`src/rtl/sync_fifo_flex.sv`:
```
// sync_fifo_flex: single-clock FIFO with registered or first-word-fall-through read,
// programmable almost-full/almost-empty thresholds, flush and sticky error flags.
//
// Ports:
//   i_clk           rising-edge clock
//   i_rst           synchronous active-high reset
//   i_flush         synchronous empty request (memory and error flags kept)
//   i_wr_en/i_wr_data   write request and data
//   i_rd_en         read request (pop in FWFT mode)
//   i_clr_err       clears o_overflow/o_underflow
//   o_rd_data/o_rd_valid  read data and its qualifier
//   o_full, o_empty, o_almost_full, o_almost_empty  status decoded from o_count
//   o_count         occupancy 0..FIFO_DEPTH
//   o_overflow, o_underflow  sticky error flags
module sync_fifo_flex #(
    parameter int unsigned DATA_WIDTH   = 4,
    parameter int unsigned FIFO_DEPTH   = 8,
    parameter int unsigned AFULL_LEVEL  = 6,
    parameter int unsigned AEMPTY_LEVEL = 2,
    parameter int unsigned FWFT         = 0
) (
    input  logic                            i_clk,
    input  logic                            i_rst,
    input  logic                            i_flush,
    input  logic                            i_wr_en,
    input  logic [DATA_WIDTH-1:0]           i_wr_data,
    input  logic                            i_rd_en,
    input  logic                            i_clr_err,
    output logic [DATA_WIDTH-1:0]           o_rd_data,
    output logic                            o_rd_valid,
    output logic                            o_full,
    output logic                            o_empty,
    output logic                            o_almost_full,
    output logic                            o_almost_empty,
    output logic [$clog2(FIFO_DEPTH):0]     o_count,
    output logic                            o_overflow,
    output logic                            o_underflow
);

    localparam int unsigned PTR_WIDTH = $clog2(FIFO_DEPTH);
    localparam int unsigned CntW      = PTR_WIDTH + 1;

    localparam logic [PTR_WIDTH:0] One     = CntW'(1);
    localparam logic [PTR_WIDTH:0] DepthC  = CntW'(FIFO_DEPTH);
    localparam logic [PTR_WIDTH:0] AfullC  = CntW'(AFULL_LEVEL);
    localparam logic [PTR_WIDTH:0] AemptyC = CntW'(AEMPTY_LEVEL);

    // Elaboration-time parameter range checks
    if (DATA_WIDTH < 1) begin : g_bad_width
        $error("DATA_WIDTH must be >= 1");
    end
    if (FIFO_DEPTH < 2 || (FIFO_DEPTH & (FIFO_DEPTH - 1)) != 0) begin : g_bad_depth
        $error("FIFO_DEPTH must be a power of two >= 2");
    end
    if (AFULL_LEVEL < 1 || AFULL_LEVEL > FIFO_DEPTH) begin : g_bad_afull
        $error("AFULL_LEVEL must be in 1..FIFO_DEPTH");
    end
    if (AEMPTY_LEVEL > FIFO_DEPTH - 1) begin : g_bad_aempty
        $error("AEMPTY_LEVEL must be in 0..FIFO_DEPTH-1");
    end
    if (FWFT > 1) begin : g_bad_fwft
        $error("FWFT must be 0 or 1");
    end

    logic [DATA_WIDTH-1:0] mem [FIFO_DEPTH];

    logic [PTR_WIDTH:0]   wr_ptr_q, wr_ptr_d;
    logic [PTR_WIDTH:0]   rd_ptr_q, rd_ptr_d;
    logic [PTR_WIDTH:0]   count_q, count_d;
    logic                 ovf_q, ovf_d;
    logic                 unf_q, unf_d;
    logic                 full, empty;
    logic                 wr_accept, rd_accept;
    logic [PTR_WIDTH-1:0] wr_addr, rd_addr;

    assign full    = (count_q == DepthC);
    assign empty   = (count_q == '0);
    assign wr_addr = wr_ptr_q[PTR_WIDTH-1:0];
    assign rd_addr = rd_ptr_q[PTR_WIDTH-1:0];

    // Accept decisions use pre-edge flags, so a write at full is dropped even with a read
    assign wr_accept = i_wr_en && !full;
    assign rd_accept = i_rd_en && !empty;

    always_comb begin
        wr_ptr_d = wr_ptr_q;
        rd_ptr_d = rd_ptr_q;
        count_d  = count_q;
        if (i_flush) begin
            wr_ptr_d = '0;
            rd_ptr_d = '0;
            count_d  = '0;
        end else begin
            if (wr_accept) wr_ptr_d = wr_ptr_q + One;
            if (rd_accept) rd_ptr_d = rd_ptr_q + One;
            if (wr_accept && !rd_accept) begin
                count_d = count_q + One;
            end else if (rd_accept && !wr_accept) begin
                count_d = count_q - One;
            end
        end

        // Set condition takes priority over clear
        ovf_d = ovf_q;
        unf_d = unf_q;
        if (i_clr_err) begin
            ovf_d = 1'b0;
            unf_d = 1'b0;
        end
        if (i_wr_en && full)  ovf_d = 1'b1;
        if (i_rd_en && empty) unf_d = 1'b1;
    end

    always_ff @(posedge i_clk) begin
        if (i_rst) begin
            wr_ptr_q <= '0;
            rd_ptr_q <= '0;
            count_q  <= '0;
            ovf_q    <= 1'b0;
            unf_q    <= 1'b0;
        end else begin
            wr_ptr_q <= wr_ptr_d;
            rd_ptr_q <= rd_ptr_d;
            count_q  <= count_d;
            ovf_q    <= ovf_d;
            unf_q    <= unf_d;
        end
    end

    // Storage is not reset
    always_ff @(posedge i_clk) begin
        if (!i_rst && !i_flush && wr_accept) begin
            mem[wr_addr] <= i_wr_data;
        end
    end

    if (FWFT != 0) begin : g_fwft
        assign o_rd_data  = mem[rd_addr];
        assign o_rd_valid = !empty;
    end else begin : g_reg
        logic [DATA_WIDTH-1:0] rd_data_q;
        logic                  rd_valid_q;

        always_ff @(posedge i_clk) begin
            if (i_rst) begin
                rd_data_q  <= '0;
                rd_valid_q <= 1'b0;
            end else begin
                rd_valid_q <= rd_accept && !i_flush;
                if (rd_accept && !i_flush) begin
                    rd_data_q <= mem[rd_addr];
                end
            end
        end

        assign o_rd_data  = rd_data_q;
        assign o_rd_valid = rd_valid_q;
    end

    assign o_count        = count_q;
    assign o_full         = full;
    assign o_empty        = empty;
    assign o_almost_full  = (count_q >= AfullC);
    assign o_almost_empty = (count_q <= AemptyC);
    assign o_overflow     = ovf_q;
    assign o_underflow    = unf_q;

endmodule

```
`config.mk`:
```
export PLATFORM = sky130hd
export DESIGN_NAME = sync_fifo_flex
export DESIGN_NICKNAME = d
export VERILOG_FILES = /design/src/rtl/sync_fifo_flex.sv
export SDC_FILE = /design/constraint.sdc
export NUM_CORES = 1
export LEC_CHECK = 0
export ABC_AREA = 0
export CORE_MARGIN = 2
export CORE_UTILIZATION = 49
export DETAILED_ROUTE_END_ITERATION = 8
export HOLD_SLACK_MARGIN = 0.08
export PLACE_DENSITY = 0.82
export SYNTH_ARGS = -nofsm -noshare
export SYNTH_HDL_FRONTEND = slang
export SYNTH_SLANG_ARGS = --single-unit
export TNS_END_PERCENT = 1
```
`constraint.sdc`:
```
create_clock -name i_clk -period 2.4 [get_ports i_clk]
set_input_delay 0.24 -clock i_clk [delete_from_list [all_inputs] [get_ports i_clk]]
set_output_delay 0.24 -clock i_clk [all_outputs]
set_load 0.05 [all_outputs]
```
==> impl_metrics.ini <==
[outcome]
status = complete, no violations

[critical_path]
reg2reg_from = o_count[1]$_SDFFE_PP0P_
cp.required_ns = 2.16
slowest_stage = clkdlybuf4s50_1
slowest_delay_ns = 0.89
worstRegToRegCells = 9
startpoint_type = flop
crit_type = flop to output port
cp.arrival_ns = 2.08
cp_max_fo = 5
end_kind = output port
cp_cell_sequence = buf_4, nor4_1, clkdlybuf4s50_1
rrSetupSlack_ns = 0.08
endpoint = o_empty
startpoint = o_count[1]$_SDFFE_PP0P_
reg2reg_to = o_count[3]$_SDFFE_PP0P_

[yosys]
ys_seq_elements = 49
syn_avg_cell_area_sq_um = 14.0
synth_nets = 162
synth_area_sq_um = 2040
synth_fa_ha_area_frac = 0.0404
yosysWarnings = 0
synth_cell_types = 34
synth_mux_area_frac = 0.0980
yosys.area_share.simple = 0.124
ys_seq_area_frac = 0.637
synth-compound-area-share = 0.0502
synth_top_family_by_area = simple AND/OR/NAND/NOR gates
syn_inst = 146
synthXorXnorAreaFrac = 0.0257

[grt]
grt_pass1_wl_um = 6070
grt_pass1_vias = 1269
grt_util_met2 = 0.284
grt_antenna_before_repair = 0
grt_max_degree = 16
grt_util_all_layers = 0.184
use_met1 = 0.240
gr-usage-met3 = 0.0584
grt_overflow = 0
top_usage_layer = met2

[drt]
final_antenna_net_count = 0
drt-wirelength-per-cell_um = 17.4
vias = 1287
wl_um = 3990
drc_errors = 0
first_pass_iters = 4
via_per_inst = 5.62
drt_iter0_drc = 75

[die]
core_area_sq_um = 4000
die-area_sq_um = 4700
ios = 25
row_count = 23
initial_utilization = 0.510
die_w_um = 68.6
die_y_um = 68.6

[placement]
hpwl_um = 2860
dp.cells = 217
gp_congestion = 0.819
port-buffer-count = 24

[clocking]
numClockSinks = 49
cts_tree = yes
worstSkewPairLatency_ns = 0.31
htreeDepth = 2
clk_pin_slew_ns = 0.09
clock_path_buffers = 2
cts_made_buffers = 5
ctsHoldBuffers = 0
cts-root-buf = clkbuf_8

[layout]
final_cells = 229
drive_above_1_share = 0.229
area_growth_pct = 23.4
post-route-util = 0.630
final.fill_count = 285
nets = 194
antenna_cells = 0

[power]
power_density_nw_per_um2 = 793
p_sw_mw = 0.632
pwr-share-comb = 0.271
leakage_nw = 0.850
swShare = 0.316
p_int_mw = 1.37
clkPwrFrac = 0.241
ir_drop_mv = 0.424
pwr-share-seq = 0.488

[sta]
max_freq_ghz = 0.430
setup_violations = 0
worst-slew-pin-transition_ns = 0.670
slew_viol_final = 0
fin_crit_sh = 0.969
finalHoldViolCount = 0
slew_headroom = 0.553
post-route-min-period_ns = 2.32
finalHoldWorstSlack_ns = 0.498
fin_skew_ns = 0.00762
rsz0062_at_grt = no

[min_path]
hp-class = flop to flop

[run]
maxCapViolations = 0
==> timing repair <==
action | 4_1_cts | 5_1_grt
setup endpoints to repair | 1 | 1
resized for setup | 1 | 1
setup buffers | 0 | 4
pin swaps | 0 | 1
hold endpoints to repair | 0 | 0
==> Yosys cell counts (all sizes together) <==
| library cell | n | area, sq um |
|---|---|---|
| nand2 | 4 | 15.0 |
| and2 | 2 | 15.0 |
| inv | 3 | 11.3 |
| fa | 1 | 20.0 |
| nor2 | 24 | 90.1 |
| a31o | 1 | 8.76 |
| dfxtp | 17 | 340 |
| a21o | 1 | 7.51 |
| or3 | 1 | 11.3 |
| a211oi | 2 | 15.0 |
| o41a | 1 | 12.5 |
| nand2b | 2 | 12.5 |
| ha | 5 | 62.6 |
| clkbuf | 2 | 7.51 |
| nor2b | 2 | 12.5 |
| xor2 | 3 | 26.3 |
| or2 | 1 | 6.26 |
| nor4 | 1 | 6.26 |
| or4b | 1 | 13.8 |
| xnor2 | 3 | 26.3 |
| o22ai | 4 | 25.0 |
| nand3 | 4 | 20.0 |
| nand3b | 2 | 15.0 |
| a211o | 1 | 8.76 |
| edfxtp | 32 | 961 |
| buf | 4 | 31.3 |
| nor3 | 7 | 35.0 |
| mux4 | 8 | 180 |
| a21oi | 5 | 25.0 |
| mux2i | 2 | 20.0 |
==> power groups by stage <==
stage	Clock, mW	Sequential, mW	Combinational (mW)
4_1_cts	0.491	0.979	0.519
3_3_place_gp	0	0.992	0.498
2_1_floorplan	0	1.06	0.291
5_1_grt	0.523	0.979	0.580
3_5_place_dp	0	0.998	0.514
6_report	0.482	0.975	0.542
==> routing by layer <==
| metal | part of all wire | vias to the layer above | wire length, um |
|---|---|---|---|
| met5 | 0 | - | 0 |
| met4 | 0.023 | 0 | 93 |
| met3 | 0.048 | 10 | 191 |
| met2 | 0.48 | 33 | 1930 |
| met1 | 0.44 | 637 | 1770 |
| li1 | - | 607 | - |
==> cell type report <==
cell class | instances | area (sq um) | area share
inverters | 3 | 16.3 | 0.00645
well taps | 50 | 62.6 | 0.0248
clock buffers | 6 | 72.6 | 0.0288
multi-input cells | 88 | 751 | 0.298
clock inverters | 2 | 13.8 | 0.00546
repair buffers | 31 | 290 | 0.115
flip-flops and latches | 49 | 1310 | 0.521
==> worst min path at each step <==
stage / cells after the start / to / from
floorplan: 1 / o_rd_valid$_SDFF_PP0_ / i_flush
global placement: 2 / rd_ptr_q[1]$_SDFFE_PP0P_ / rd_ptr_q[1]$_SDFFE_PP0P_
detailed placement: 2 / o_rd_data[2]$_SDFFE_PP0P_ / o_rd_data[2]$_SDFFE_PP0P_
CTS: 2 / o_rd_data[2]$_SDFFE_PP0P_ / o_rd_data[2]$_SDFFE_PP0P_
global route: 2 / o_rd_data[3]$_SDFFE_PP0P_ / o_rd_data[3]$_SDFFE_PP0P_
finish: 2 / o_rd_data[2]$_SDFFE_PP0P_ / o_rd_data[2]$_SDFFE_PP0P_
==> per-stage QoR <==
stage / TNS (ns) / power [mW] / cell area [sq um] / setup slack [ns]
5_1_grt: 0 / 2.08 / 2520 / 0.00734
4_1_cts: 0 / 1.99 / 2480 / 0.00301
6_report: 0 / 2.00 / 2520 / 0.0750
3_5_place_dp: 0 / 1.51 / 2390 / 0.0284
2_1_floorplan: -0.0100 / 1.36 / 2110 / -0.0100
3_3_place_gp: 0 / 1.49 / 2390 / 0.128
==> cell families after synthesis <==
| group | after synthesis |
|---|---|
| flip-flops | 49 |
| AO/OA/AOI/OAI | 15 |
| multiplexers | 10 |
| XOR/XNOR | 6 |
| buffers and inverters | 9 |
| AND/OR/NAND/NOR | 51 |
| adder cells (fa/ha/maj) | 6 |
==> sequential cells by signal, indices dropped and copies added, names as in the netlist <==
| signal | flops |
|---|---|
| mem | 32 |
| o_count | 4 |
| o_rd_data | 4 |
| rd_ptr_q | 3 |
| wr_ptr_q | 3 |
| o_overflow | 1 |
| o_rd_valid | 1 |
| o_underflow | 1 |
==> cell usage in the layout (no fill, tap or decap), types with 2 or more instances in the layout <==
cell / instances
nor2_1: 24
mux2i_1: 2
buf_4: 8
ha_4: 3
nor2b_1: 2
nand2_1: 4
edfxtp_1: 32
nor3_1: 7
nand3b_1: 2
ha_1: 2
xor2_1: 3
dfxtp_4: 3
clkdlybuf4s50_1: 23
clkbuf_8: 5
inv_4: 2
a21oi_1: 4
xnor2_1: 3
nand3_1: 3
mux4_2: 8
o22ai_1: 4
dfxtp_1: 13
nand2b_1: 2
==> critical path: cells and delay by family, from the launching register on <==
family                 cells  cell delay, ns
AND/OR/NAND/NOR            1            0.37
buffers and inverters      2            1.04
flip-flops                 1            0.37
Note: power is estimated with default switching activity, not from simulation.
